<file path="config.mk">
export PLATFORM = sky130hd
export DESIGN_NAME = cpu5_ifu
export DESIGN_NICKNAME = d
export VERILOG_FILES = /design/src/rtl/cpu5_ifu_pkg.sv /design/src/rtl/cpu5_ifu_fifo.sv /design/src/rtl/cpu5_ifu.sv
export SDC_FILE = /design/constraint.sdc
export NUM_CORES = 1
export LEC_CHECK = 0
export BUFFER_PORTS_ARGS = -buffer_cell sky130_fd_sc_hd__buf_2
export CAP_MARGIN = 10
export CORE_ASPECT_RATIO = 0.9
export CORE_UTILIZATION = 50
export DETAILED_ROUTE_END_ITERATION = 12
export GPL_ROUTABILITY_DRIVEN = 0
export PLACE_DENSITY = 0.82
export SYNTH_ARGS = -nofsm -noshare
export SYNTH_HDL_FRONTEND = slang
export SYNTH_SLANG_ARGS = --single-unit
</file>
<file path="constraint.sdc">
create_clock -name clk -period 7.3 [get_ports clk]
set_clock_uncertainty 0.2 [all_clocks]
set_input_delay 1.46 -clock clk [delete_from_list [all_inputs] [get_ports clk]]
set_output_delay 1.46 -clock clk [all_outputs]
set_load 0.005 [all_outputs]
</file>
<file path="src/rtl/cpu5_ifu_pkg.sv">
// Shared types and constants for the cpu5 instruction fetch unit.
// Latency: n/a (declarations only).
// Backpressure: n/a.
package cpu5_ifu_pkg;

  localparam int CPU5_OPCODE_SIZE = 7;
  localparam int CPU5_INST_SIZE   = 32;
  localparam int CPU5_ADDR_SIZE   = 32;

  localparam logic [CPU5_ADDR_SIZE-1:0] CPU5_PC_RESET = 32'h0000_0000;

  // Fetch sequencer states
  typedef enum logic [1:0] {
    CPU5_IFU_ST_START = 2'd0,
    CPU5_IFU_ST_RUN   = 2'd1,
    CPU5_IFU_ST_FLUSH = 2'd2
  } ifu_state_e;

  // One buffered fetch: the instruction and the PC it was fetched from
  typedef struct packed {
    logic [CPU5_ADDR_SIZE-1:0] pc;
    logic [CPU5_INST_SIZE-1:0] inst;
  } ifu_entry_t;

  // Redirect targets are forced onto a word boundary
  function automatic logic [CPU5_ADDR_SIZE-1:0] align_pc(input logic [CPU5_ADDR_SIZE-1:0] a);
    return a & ~CPU5_ADDR_SIZE'(3);
  endfunction

endpackage

</file>
<file path="src/rtl/cpu5_ifu_fifo.sv">
// Small synchronous FIFO of {pc, inst} entries between imem responses and decode.
// Latency: a push is visible at the head the cycle after it is written.
// Backpressure: push is dropped when full unless a pop happens the same cycle; flush empties it.
module cpu5_ifu_fifo
  import cpu5_ifu_pkg::*;
#(
  parameter int DEPTH = 2,
  parameter int CW    = $clog2(DEPTH + 1)
) (
  input  logic          clk,
  input  logic          reset,
  input  logic          push,
  input  ifu_entry_t    push_dat,
  input  logic          pop,
  input  logic          flush,
  output ifu_entry_t    head_dat,
  output logic          full,
  output logic          empty,
  output logic [CW-1:0] count
);
  localparam int AW = (DEPTH > 1) ? $clog2(DEPTH) : 1;

  ifu_entry_t    r_mem [DEPTH];
  logic [AW-1:0] r_wr_ptr;
  logic [AW-1:0] r_rd_ptr;
  logic [CW-1:0] r_count;
  logic          w_push;
  logic          w_pop;

  function automatic logic [AW-1:0] ptr_inc(input logic [AW-1:0] p);
    return (p == AW'(DEPTH - 1)) ? '0 : p + AW'(1);
  endfunction

  assign empty    = (r_count == '0);
  assign full     = (r_count == CW'(DEPTH));
  assign count    = r_count;
  assign head_dat = r_mem[r_rd_ptr];
  assign w_pop    = pop && !empty;
  assign w_push   = push && (!full || w_pop);

  // Pointer and occupancy tracking; flush discards everything after any same-cycle pop
  always_ff @(posedge clk) begin
    if (reset || flush) begin
      r_wr_ptr <= '0;
      r_rd_ptr <= '0;
      r_count  <= '0;
    end else begin
      if (w_push) r_wr_ptr <= ptr_inc(r_wr_ptr);
      if (w_pop)  r_rd_ptr <= ptr_inc(r_rd_ptr);
      if (w_push && !w_pop)      r_count <= r_count + CW'(1);
      else if (w_pop && !w_push) r_count <= r_count - CW'(1);
    end
  end

  // Entry storage; cleared on reset so the head reads zero out of reset
  always_ff @(posedge clk) begin
    if (reset) begin
      for (int i = 0; i < DEPTH; i++) r_mem[i] <= '0;
    end else if (w_push && !flush) begin
      r_mem[r_wr_ptr] <= push_dat;
    end
  end

endmodule

</file>
<file path="src/rtl/cpu5_ifu.sv">
// cpu5 instruction fetch: holds the PC, issues in-order imem fetches, buffers results for decode.
// Latency: an instruction reaches dec_valid the cycle after its imem response.
// Backpressure: requests stop once in-flight plus buffered fetches reach BUF_DEPTH; decode pops via valid/ready.
module cpu5_ifu
  import cpu5_ifu_pkg::*;
#(
  parameter logic [CPU5_ADDR_SIZE-1:0] RESET_PC  = CPU5_PC_RESET,
  parameter int                        BUF_DEPTH = 2
) (
  input  logic                        clk,
  input  logic                        reset,
  output logic                        imem_req_valid,
  input  logic                        imem_req_ready,
  output logic [CPU5_ADDR_SIZE-1:0]   imem_req_addr,
  input  logic                        imem_resp_valid,
  input  logic [CPU5_INST_SIZE-1:0]   imem_resp_inst,
  input  logic                        redirect_valid,
  input  logic [CPU5_ADDR_SIZE-1:0]   redirect_pc,
  output logic                        dec_valid,
  input  logic                        dec_ready,
  output logic [CPU5_INST_SIZE-1:0]   dec_inst,
  output logic [CPU5_ADDR_SIZE-1:0]   dec_pc,
  output logic [CPU5_OPCODE_SIZE-1:0] dec_op
);
  localparam int CW = $clog2(BUF_DEPTH + 1);

  ifu_state_e                r_state;
  logic [CPU5_ADDR_SIZE-1:0] r_pc;
  logic [CW-1:0]             r_inflight;
  logic [CW-1:0]             r_drop;

  logic          w_redir;
  logic          w_credit;
  logic          w_acc;
  logic          w_resp_run;
  logic          w_resp_flush;
  logic          w_push;
  logic          w_pop;
  logic          w_full;
  logic          w_empty;
  logic [CW-1:0] w_count;
  logic [CW-1:0] w_drop_run;
  logic [CW-1:0] w_drop_flush;
  ifu_entry_t    w_push_dat;
  ifu_entry_t    w_head_dat;

  // Redirects are ignored during START; nothing has been fetched yet
  assign w_redir  = redirect_valid && (r_state != CPU5_IFU_ST_START);
  assign w_credit = !w_full && ((r_inflight + w_count) < CW'(BUF_DEPTH));

  assign imem_req_valid = (r_state == CPU5_IFU_ST_RUN) && w_credit && !redirect_valid;
  assign imem_req_addr  = r_pc;
  assign w_acc          = imem_req_valid && imem_req_ready;

  assign w_resp_run   = imem_resp_valid && (r_inflight != '0);
  assign w_resp_flush = imem_resp_valid && (r_drop != '0);

  // Outstanding fetches are contiguous and end just below r_pc, so the oldest one is r_pc - 4*inflight
  assign w_push_dat.pc   = r_pc - (32'(r_inflight) << 2);
  assign w_push_dat.inst = imem_resp_inst;
  assign w_push          = (r_state == CPU5_IFU_ST_RUN) && imem_resp_valid && !w_redir;

  // A response landing with the redirect is already accounted for, so it leaves the drop count
  assign w_drop_run   = r_inflight + CW'(w_acc) - CW'(w_resp_run);
  assign w_drop_flush = r_drop - CW'(w_resp_flush);

  assign dec_valid = !w_empty;
  assign w_pop     = dec_valid && dec_ready;
  assign dec_inst  = w_head_dat.inst;
  assign dec_pc    = w_head_dat.pc;
  assign dec_op    = w_head_dat.inst[CPU5_OPCODE_SIZE-1:0];

  cpu5_ifu_fifo #(
    .DEPTH (BUF_DEPTH),
    .CW    (CW)
  ) u_fifo (
    .clk      (clk),
    .reset    (reset),
    .push     (w_push),
    .push_dat (w_push_dat),
    .pop      (w_pop),
    .flush    (w_redir),
    .head_dat (w_head_dat),
    .full     (w_full),
    .empty    (w_empty),
    .count    (w_count)
  );

  // Fetch sequencer: PC, in-flight credit and post-redirect drop accounting
  always_ff @(posedge clk) begin
    if (reset) begin
      r_state    <= CPU5_IFU_ST_START;
      r_pc       <= RESET_PC;
      r_inflight <= '0;
      r_drop     <= '0;
    end else begin
      case (r_state)
        CPU5_IFU_ST_START: begin
          r_state <= CPU5_IFU_ST_RUN;
        end
        CPU5_IFU_ST_RUN: begin
          if (w_redir) begin
            r_pc       <= align_pc(redirect_pc);
            r_inflight <= '0;
            r_drop     <= w_drop_run;
            r_state    <= (w_drop_run != '0) ? CPU5_IFU_ST_FLUSH : CPU5_IFU_ST_RUN;
          end else begin
            if (w_acc) r_pc <= r_pc + 32'd4;
            r_inflight <= r_inflight + CW'(w_acc) - CW'(w_resp_run);
          end
        end
        CPU5_IFU_ST_FLUSH: begin
          if (w_redir) r_pc <= align_pc(redirect_pc);
          r_drop <= w_drop_flush;
          if (w_drop_flush == '0) r_state <= CPU5_IFU_ST_RUN;
        end
        default: begin
          r_state <= CPU5_IFU_ST_START;
        end
      endcase
    end
  end

endmodule

</file>
Yosys cells after proc, flatten, opt, wreduce, memory -nomap -nowiden

Memory sizes are Yosys's and may differ from the RTL's. A register that Yosys moved wholly into a read port is not among the register bits.
Cells that the tools add are included.

Register bits: 42
Latch bits: 0
RAM bits: 128
ROM bits: 0
Logic and storage cells: 87
Memories: 1

$add $sub $neg: 10
Multipliers: 0
Divide/modulo/power cells: 0
$lt $le $gt $ge: 1
Equality and inequality tests: 7
Shift-type cells: 0
Mux-type cells: 25
Bitwise gates (word level): 0
Reduce and logical (&&, ||, !) cells: 36

Memories:

| name         | words | bits a word | read ports | clocked after memory_dff | wr ports | RTL line            | text |
|---|---|---|---|---|---|---|---|
| u_fifo.r_mem | 2     | 64          | 1          | 1                        | 2        | cpu5_ifu_fifo.sv:23 | `ifu_entry_t r_mem [DEPTH];` |

Operators by type and width:

| cell                    | count |
|---|---|
| $mux W32                | 3 |
| $mux W64                | 1 |
| $pmux W32 S2            | 1 |
| $reduce_or A64 Y1       | 1 |
| $add A32 B3 Y32 const B | 1 |
| $sub A32 B4 Y32         | 1 |
| $logic_and A1 B1 Y1     | 15 |
| $mux W2                 | 7 |
| $reduce_bool A2 Y1      | 6 |
| $mux W1                 | 11 |
| $logic_not A1 Y1        | 6 |
| $logic_not A2 Y1        | 3 |
| $pmux W2 S3             | 1 |
| $eq A2 B2 Y1 const B    | 2 |
| $ne A2 B1 Y1 const B    | 2 |
| $pmux W2 S2             | 1 |
| $reduce_and A2 Y1       | 2 |
| $sub A2 B1 Y2           | 2 |
| $ne A3 B2 Y1 const B    | 1 |
| $reduce_and A3 Y1       | 1 |
| $add A1 B1 Y1 const B   | 2 |
| $add A2 B1 Y2           | 1 |
| $add A2 B1 Y2 const B   | 1 |
| $add A2 B2 Y2           | 1 |
| other kinds (5)         | 6 |

Depth between registers and ports, before layout

Gate-level depths: netlist (run 1).

Depth after elaboration: 12
Depth in mapped cells: 13

Cells and area by module

From an unflattened synthesis (run 1), not the netlist that was laid out.

Cells, all modules: 842
Area, all modules: 9176.3 sq um

Modules (own cells, without submodules):

| module        | times used | cells an instance | area each (sq um) |
|---|---|---|---|
| cpu5_ifu_fifo | 1          | 368               | 5824.3 |
| cpu5_ifu      | 1          | 474               | 3352.0 |

Worst setup path after synthesis (run 1)

No wires, ideal clock.

Path kind: input to register
From: input redirect_valid
To: memory u_fifo.r_mem[0][0] (netlist name) (enable)
Arrival: 6.348 ns
Required time: 6.532 ns
Setup slack: 0.184 ns
Stages: 4
Path buffers: 1
Path through: buf_2 nor3_2 nand3_1 o21ai_0

RTL lines:

| what        | RTL line            | text |
|---|---|---|
| from (decl) | cpu5_ifu.sv:17      | `input logic redirect_valid,` |
| to (decl)   | cpu5_ifu_fifo.sv:23 |  |

Worst setup path after layout (run 1)

From: input redirect_valid
To: output imem_req_valid

Word-level cells in the longest chain between the ends: 2

RTL lines:

| what                | RTL line       | text |
|---|---|---|
| $logic_not A1 Y1    | cpu5_ifu.sv:51 | `assign imem_req_valid = (r_state == CPU5_IFU_ST_RUN) && w_credit && !redirect_valid;` |
| $logic_and A1 B1 Y1 | cpu5_ifu.sv:51 |  |
| to (decl)           | cpu5_ifu.sv:12 | `output logic imem_req_valid,` |

No other way between the ends.

==> results.toml, run 1 <==
[cts]
cts_made_buffers = 17
cts_root_buffer = "clkbuf_16"
cts_tree = "yes"
post_cts_resized = 0
postCtsSetupBuffers = 0
path_clk_slew_ns = 0.06
cts_hold_buf = 0
htreeDepth = 4
clockBufferDepth = 2
cts.sinks = 165
clk_latency_ns = 0.43

[sta]
finalCriticalPeriod_ns = 3.85
final.setup.worst_slack_ns = 3.45
fmax_ghz = 0.260
hold_violations = 0
slew_headroom = 0.203
finalCritPeriodShare = 0.528
tns_ns = 0
drv_slew = 0
worst_pin_slew_ns = 1.19
rsz0062_at_grt = "no"
setup_viol = 0

[placed_design]
pre_cts_slack_ns = 3.18
numPortBuffers = 168
hpwl_um = 13300

[critical_path]
critPathCaptureType = "output port"
critPathMostFrequentCell = "buf_2"
cpLargestDelayFamily = "simple AND/OR/NAND/NOR gates"
critical_path_peak_fanout = 10
critPathKind = "in2out"
slowest_stage = "nor3_2"
startpoint_type = "input port"
cp.required_ns = 5.64
cpPeakStageDelay_ns = 0.24
path_cells = "buf_2 -> nor3_2 -> and2b_1 -> buf_2"
worstPathArrival_ns = 2.19
crit_buf_inv = 2

[logic_synthesis]
synthTopCellsByCount = "edfxtp_1, nor2_1, and2_1"
synth_mux_area_frac = 0.0861
synthCells = 805
synth_area_per_cell_sq_um = 10.8
synth_cell_types = 72
ys.flop_type = "edfxtp_1"
synth_top_area_frac = 0.427
synth-compound-area-share = 0.100
ys_async_sr_fraction = 0
yosys_register_bits = 165
synthAdderAreaFrac = 0.0123
synth.area.top_cells = "edfxtp_1, dfxtp_1, mux2_2"
syn_area_sq_um = 8720
synth_top_family_by_area = "simple AND/OR/NAND/NOR gates"
synth_edf_count = 124
ys_seq_area_frac = 0.521
yosysWarnings = 0
synth_most_common_cell = "edfxtp_1"
synthXorXnorAreaFrac = 0.0362
yosysTopAreaCell = "edfxtp_1"
synthSimpleGateAreaFrac = 0.189

[finish]
seqCellArea_sq_um = 4550
layout.nets = 1008
multiInputGateArea_sq_um = 3740
diodes = 0
num-fill-cells = 1410
area_delta_synth_final_pct = 16.0
drive_gt1_frac = 0.309

[routing]
ant_nets = 0
drc = 0
vias_per_cell = 5.66
dr.pass1.iters = 5
vias = 6666
wirelength_um = 20100
drt_iter0_markers = 489
wire_per_inst_um = 17.1

[floorplan]
die_y_um = 127
ioPinCount = 175
coreArea_sq_um = 16900
initial_utilization = 0.515
die_w_um = 141
rows = 45
dieArea_sq_um = 18000

[worst_hold_path]
hp-class = "reg2reg"

[power_and_ir_drop]
power.total_uw = 2260
leakagePower_uw = 0.00393
power_density_nw_per_um2 = 224
peakVddDrop_v = 0.000155

[global_routing]
grt_max_degree = 63
grt.overflow.total = 0
grt_pass1_vias = 6195
antenna_found_initial = 0
grt_usage = 0.229
grt_pass1_wl_um = 31800

[flow_run]
drv_cap = 0

[run_status]
status = "finished clean"
[worst min-delay path: cells and delay by family (launching register included)]
kind	cells	cell delay, ns
xor+xnor	1	0.08
flops	1	0.33
simple gates	1	0.07
[kinds of logic after synthesis]
| family | count (synthesis) |
|---|---|
| and+or+nand+nor | 309 |
| DFF | 165 |
| AOI/OAI and AO/OA | 123 |
| buffers and inverters | 96 |
| muxes | 67 |
| xor gates and xnor gates | 36 |
| adders and majority gates | 8 |
| other | 1 |
[through the flow]
step                hold WS [ns]   util  instances  instance area, sq um
finish                     0.315  0.597       1178                 10100
CTS                        0.318  0.597       1178                 10100
global route               0.373  0.597       1178                 10100
global placement           0.285  0.564       1146                  9560
floorplan                  0.272      -        808                  8730
detailed placement         0.293  0.564       1146                  9560
[placed cells by master (no fill, tap or decap), types with 16 or more instances in the layout]
master,Yosys,final
xnor2_1,22,22
clkbuf_16,0,17
mux2_2,64,64
dfxtp_1,41,40
nand2_1,49,48
buf_2,11,168
nor2_1,90,89
nor3_1,17,16
nand3_1,18,18
o21ai_0,31,30
and2_1,66,66
edfxtp_1,124,124
a21oi_1,18,17
inv_1,24,24
[flip-flops by register name, indices dropped and copies added, names as in the netlist, named ones only]
register	count
u_fifo.r_mem	124
imem_req_addr	30
r_drop	2
r_inflight	2
r_state	2
u_fifo.count	2
u_fifo.r_rd_ptr	1
u_fifo.r_wr_ptr	1
[worst paths after layout]
path                   start                   to  slack (ns)  depth (start not counted)
min          u_fifo.r_rd_ptr            flip-flop        0.32                          2
max reg2reg       r_state[0]  u_fifo.r_mem[1][41]        4.28                          6
max           redirect_valid       imem_req_valid        3.45                          4
min reg2reg  u_fifo.r_rd_ptr            flip-flop        0.32                          2
[cell type report]
class / instances / area share
flip-flops and latches: 165 / 0.449
clock buffers: 18 / 0.0424
inverters: 25 / 0.00928
well taps: 235 / 0.0291
multi-input cells: 547 / 0.370
clock inverters: 14 / 0.0124
repair buffers: 174 / 0.0876
[where the power goes]
part | total (uW) | switching, uW | leakage, uW | internal [uW]
Combinational | 325 | 186 | 0.00203 | 139
Sequential | 1090 | 34.9 | 0.00162 | 1050
Clock | 848 | 375 | 0.000271 | 473
[routing by layer]
layer  vias up  share of wire  routed length, um  track usage
met4         0         0.0099                199       0.0607
li1       3165              -                  -            -
met3        19          0.090               1810       0.0547
met2       323           0.46               9300        0.375
met5         -              0                  0            0
met1      3159           0.44               8780        0.305
Power figures use the tool's default switching activity.
==> run 2: changes to the inputs <==
==> constraint.sdc (replaced) <==
create_clock -name clk -period 3.28 [get_ports clk]
set_clock_uncertainty 0.2 [all_clocks]
set_input_delay 0.656 -clock clk [delete_from_list [all_inputs] [get_ports clk]]
set_output_delay 0.656 -clock clk [all_outputs]
set_load 0.005 [all_outputs]
==> run 2 against run 1 <==
Effect of this change:
- non-clock buffer count rose by 10
- die area did not move
- routed wire length fell by 2.3%
- clock-buffer cell count did not move
- cell count rose by 0.85%
- cell area rose by 0.90%
- sequential cell count did not move
- clock power rose by 110%
- first-iteration DRC count rose by 16%
- largest cell class unchanged
- highest routed layer unchanged
==> results.toml, run 2 (same netlist as run 1, synthesis figures left out) <==
[sta]
drv_slew = 0
tns_ns = 0
finalCriticalPeriod_ns = 2.97
worst_pin_slew_ns = 0.799
slew_headroom = 0.467
fmax_ghz = 0.336
final.setup.worst_slack_ns = 0.308
rsz0062_at_grt = "no"
whs_ns = 0.310
setup_viol = 0
hold_violations = 0
finalCritPeriodShare = 0.906

[floorplan]
ioPinCount = 175
rows = 45
dieArea_sq_um = 18000
die_y_um = 127
coreArea_sq_um = 16900
die_w_um = 141
initial_utilization = 0.515

[routing]
drc = 0
vias_per_cell = 5.64
drt_iter0_markers = 565
met1_length_um = 8330
dr.pass1.iters = 5
ant_nets = 0
met2WireLength_um = 9180
wl_met3_um = 1880
wire_per_inst_um = 16.5
wirelength_um = 19600
top_layer_used = "met4"
vias = 6703

[power_and_ir_drop]
power_density_nw_per_um2 = 485
peakVddDrop_v = 0.000374
leakagePower_uw = 0.00398

[placed_design]
place_area_sq_um = 9670
pre_cts_slack_ns = 0.314
hpwl_um = 13200
numPortBuffers = 168

[cts]
post_cts_resized = 0
cts_root_buffer = "clkbuf_16"
cts_tree = "yes"
clockBufferDepth = 2
cts_made_buffers = 17
cts_hold_buf = 0
htreeDepth = 4
path_clk_slew_ns = 0.06
postCtsSetupBuffers = 0
clk_latency_ns = 0.42
cts.sinks = 165

[worst_hold_path]
hold-path-endpoint = "u_fifo.r_rd_ptr"
hp-class = "reg2reg"
min_path_cells = 2
hp-start = "u_fifo.r_rd_ptr"

[finish]
largest_reg_flops = 124
finalInstanceArea_sq_um = 10200
drive_gt1_frac = 0.315
layout_common_cells = "buf_2, edfxtp_1, nor2_1, and2_1, mux2_2"
area_delta_synth_final_pct = 17.0
post-route-util = 0.602
top_register = "u_fifo.r_mem"
layout.nets = 1018
layout_commonest_cell = "buf_2"
diodes = 0

[flow_run]
drv_cap = 0

[global_routing]
grt_max_degree = 63
grt_pass1_wl_um = 30700
grt_pass1_vias = 6050
antenna_found_initial = 0
grt_usage = 0.221
grt.overflow.total = 0

[critical_path]
ff2ff_setup_slack_ns = 0.31
cp.required_ns = 3.41
r2r_cells = 11
slowest_stage = "dfxtp_1"
path_cells = "and4b_1 -> a311oi_1 -> and2b_1 -> nand2_1 -> ha_1 -> inv_1 -> ha_1 -> xor2_1 -> xnor2_1 -> mux2i_1 -> a211oi_1"
r2r_end = "r_drop[1]"
critPathMostFrequentCell = "ha_1"
cpPeakStageDelay_ns = 0.43
critPathKind = "reg2reg"
worstPathArrival_ns = 3.11
critical_path_peak_fanout = 7
r2r-start = "u_fifo.count[1]"
critPathCaptureType = "flip-flop"
startpoint_type = "flip-flop"

[run_status]
status = "finished clean"
## run 2: critical path: cells and delay by family (launching register included)
kind	cells	cell delay [ns]
DFF	1	0.43
and+or+nand+nor	3	0.55
muxes	1	0.12
buffers and inverters	1	0.06
xor gates and xnor gates	2	0.49
adders and majority gates	2	0.37
AOI/OAI and AO/OA	2	0.66
## run 2: power breakdown
| group | internal, uW | leakage (uW) | total (uW) | switching (uW) |
|---|---|---|---|---|
| registers | 2350 | 0.00162 | 2420 | 74.3 |
| clock network | 973 | 0.000256 | 1790 | 814 |
| logic | 324 | 0.00210 | 737 | 413 |
| total | 3640 | 0.00398 | 4950 | 1300 |
## run 2: metrics by stage
step,std cells,power [uW]
floorplan,808,2950
global route,1188,5140
finish,1188,4950
global placement,1156,3180
detailed placement,1156,3200
CTS,1188,4970
## run 2: routing by layer
layer | vias up | GRT usage
li1 | 3188 | -
met1 | 3132 | 0.294
met2 | 359 | 0.360
met3 | 24 | 0.0506
met4 | 0 | 0.0665
met5 | - | 0
## run 2: cell type report
| type | count | area [sq um] |
|---|---|---|
| fill | 1355 | 6740 |
| sequential | 165 | 4550 |
| multi-input combinational | 547 | 3740 |
| timing repair buffer | 184 | 998 |
| clock buffer | 18 | 429 |
| tap | 235 | 294 |
| clock inverter | 14 | 106 |
| inverter | 25 | 93.8 |
## run 2: worst max-delay path by stage
stage	start	end	slack (ns)	depth (start not counted)
finish	u_fifo.count[1]	r_drop[1]	0.31	11
global route	u_fifo.count[1]	r_drop[1]	0.12	11
CTS	u_fifo.count[1]	r_drop[1]	0.29	11
detailed placement	u_fifo.count[1]	r_drop[1]	0.31	11
global placement	redirect_valid	r_state[0]	0.44	12
floorplan	redirect_valid	u_fifo.r_mem[1][0]	-0.04	6
==> run 3: changes to the inputs <==
--- a/config.mk
+++ b/config.mk
@@ -8,10 +8,10 @@
 export BUFFER_PORTS_ARGS = -buffer_cell sky130_fd_sc_hd__buf_2
 export CAP_MARGIN = 10
 export CORE_ASPECT_RATIO = 0.9
-export CORE_UTILIZATION = 50
+export CORE_UTILIZATION = 40
 export DETAILED_ROUTE_END_ITERATION = 12
 export GPL_ROUTABILITY_DRIVEN = 0
-export PLACE_DENSITY = 0.82
+export PLACE_DENSITY = 0.69
 export SYNTH_ARGS = -nofsm -noshare
 export SYNTH_HDL_FRONTEND = slang
 export SYNTH_SLANG_ARGS = --single-unit
==> run 3 against run 2 <==
Effect of this change:
- global-route usage decreased by 3.2 points
- sequential share of layout area fell by 0.61 points
- via count is 2.0% lower
- non-clock buffer count did not move
- register-to-register slack better by 0.06 ns
- routed wire length rose by 5.6%
- cell area increased by 1.4%
- maximum frequency is 2.2% higher
- highest routed layer unchanged
==> results.toml, run 3 (same netlist as run 1, synthesis figures left out) <==
[power_and_ir_drop]
peakVddDrop_v = 0.000303
p_int_uw = 3940
leakagePower_uw = 0.00401
power_density_nw_per_um2 = 506
sw_frac_of_total = 0.247
power_frac_comb = 0.141
seq_power_share = 0.462
p_sw_uw = 1290
clkPwrFrac = 0.396

[floorplan]
ioPinCount = 175
rows = 50
coreArea_sq_um = 21100
die_y_um = 142
die_w_um = 158
initial_utilization = 0.414
dieArea_sq_um = 22400

[finish]
area_delta_synth_final_pct = 18.7
layout.nets = 1018
post-route-util = 0.491
final_cells = 1239
num-fill-cells = 1915
layout_common_cells = "buf_2, edfxtp_1, nor2_1, and2_1, mux2_2"
drive_gt1_frac = 0.314
diodes = 0
top_register = "u_fifo.r_mem"
layout_commonest_cell = "buf_2"
largest_reg_flops = 124
finalInstanceArea_sq_um = 10300

[global_routing]
grt_usage = 0.189
antenna_found_initial = 0
grt_pass1_wl_um = 32700
grt.overflow.total = 0
grt_max_degree = 63
grt_pass1_vias = 6332

[cts]
cts_made_buffers = 17
post_cts_resized = 0
postCtsSetupBuffers = 0
path_clk_slew_ns = 0.07
cts_root_buffer = "clkbuf_16"
clockBufferDepth = 2
htreeDepth = 4
cts.sinks = 165
cts_tree = "yes"
clk_latency_ns = 0.42
cts_hold_buf = 0

[critical_path]
cp.required_ns = 3.41
critPathMostFrequentCell = "ha_1"
crit_buf_inv = 1
critPathCaptureType = "flip-flop"
worstPathArrival_ns = 3.04
cpLargestDelayFamily = "compound AO/OA/AOI/OAI gates"
cpPeakStageDelay_ns = 0.42
critPathKind = "reg2reg"
critical_path_peak_fanout = 7
slowest_stage = "dfxtp_1"
startpoint_type = "flip-flop"
path_cells = "and4b_1 -> a311oi_1 -> and2b_1 -> nand2_1 -> ha_1 -> inv_1 -> ha_1 -> xor2_1 -> xnor2_1 -> mux2i_1 -> a211oi_1"

[routing]
dr.pass1.iters = 5
drt_iter0_markers = 416
ant_nets = 0
wire_per_inst_um = 16.7
vias = 6571
drc = 0
vias_per_cell = 5.30
wirelength_um = 20700

[sta]
rsz0062_at_grt = "no"
finalCriticalPeriod_ns = 2.91
whs_ns = 0.308
worst_pin_slew_ns = 0.804
drv_slew = 0
tns_ns = 0
setup_viol = 0
fmax_ghz = 0.344
finalCritPeriodShare = 0.887
hold_violations = 0
slew_headroom = 0.464

[flow_run]
drv_cap = 0

[worst_hold_path]
hp-class = "in2reg"

[placed_design]
dp_cells = 1207
hpwl_um = 13900
numPortBuffers = 168
place_area_sq_um = 9730

[run_status]
status = "finished clean"
==> run 3: through the flow <==
| stage | setup WS (ns) | power, uW |
|---|---|---|
| global placement | 0.399 | 3200 |
| floorplan | -0.0428 | 2950 |
| detailed placement | 0.313 | 3210 |
| global route | 0.0922 | 5440 |
| CTS | 0.349 | 5270 |
| finish | 0.371 | 5240 |
==> run 3: final timing paths <==
kind | cells past startpoint | to | start | slack (ns)
worst max-delay path | 11 | r_drop[1] | u_fifo.count[1] | 0.37
worst min-delay path | 3 | imem_req_addr[3] | redirect_pc[3] | 0.31
worst max register to register | 11 | r_drop[1] | u_fifo.count[1] | 0.37
worst min register to register | 2 | u_fifo.r_rd_ptr | u_fifo.r_rd_ptr | 0.31
==> run 3: power by group through the flow <==
stage                     Clock (uW)  Sequential [uW]  Combinational [uW]
after floorplan                    0             2430                 519
after global placement             0             2460                 738
after detailed placement           0             2460                 743
after CTS                       2100             2420                 748
after global routing            2180             2430                 824
final                           2080             2420                 740
==> run 3: layer usage <==
| layer | vias to the layer above | wire length [um] | track usage |
|---|---|---|---|
| met2 | 267 | 9730 | 0.308 |
| met1 | 3110 | 9120 | 0.249 |
| met5 | - | 0 | 0 |
| met4 | 0 | 206 | 0.0506 |
| li1 | 3179 | - | - |
| met3 | 15 | 1680 | 0.0463 |
==> run 3: cell type report <==
class	instances	area, sq um	area share
flip-flops and latches	165	4550	0.439
multi-input cells	547	3740	0.361
well taps	286	358	0.0346
clock inverters	13	180	0.0174
clock buffers	19	433	0.0418
repair buffers	184	998	0.0965
inverters	25	93.8	0.00907
==> run 3: worst reg2reg max path, cell delays in order, from the launching register on <==
cell      delay, ns
dfxtp_1        0.42
and4b_1        0.23
a311oi_1       0.39
and2b_1        0.25
nand2_1        0.08
ha_1           0.22
inv_1          0.06
ha_1           0.14
xor2_1         0.25
xnor2_1        0.22
mux2i_1        0.12
a211oi_1       0.23
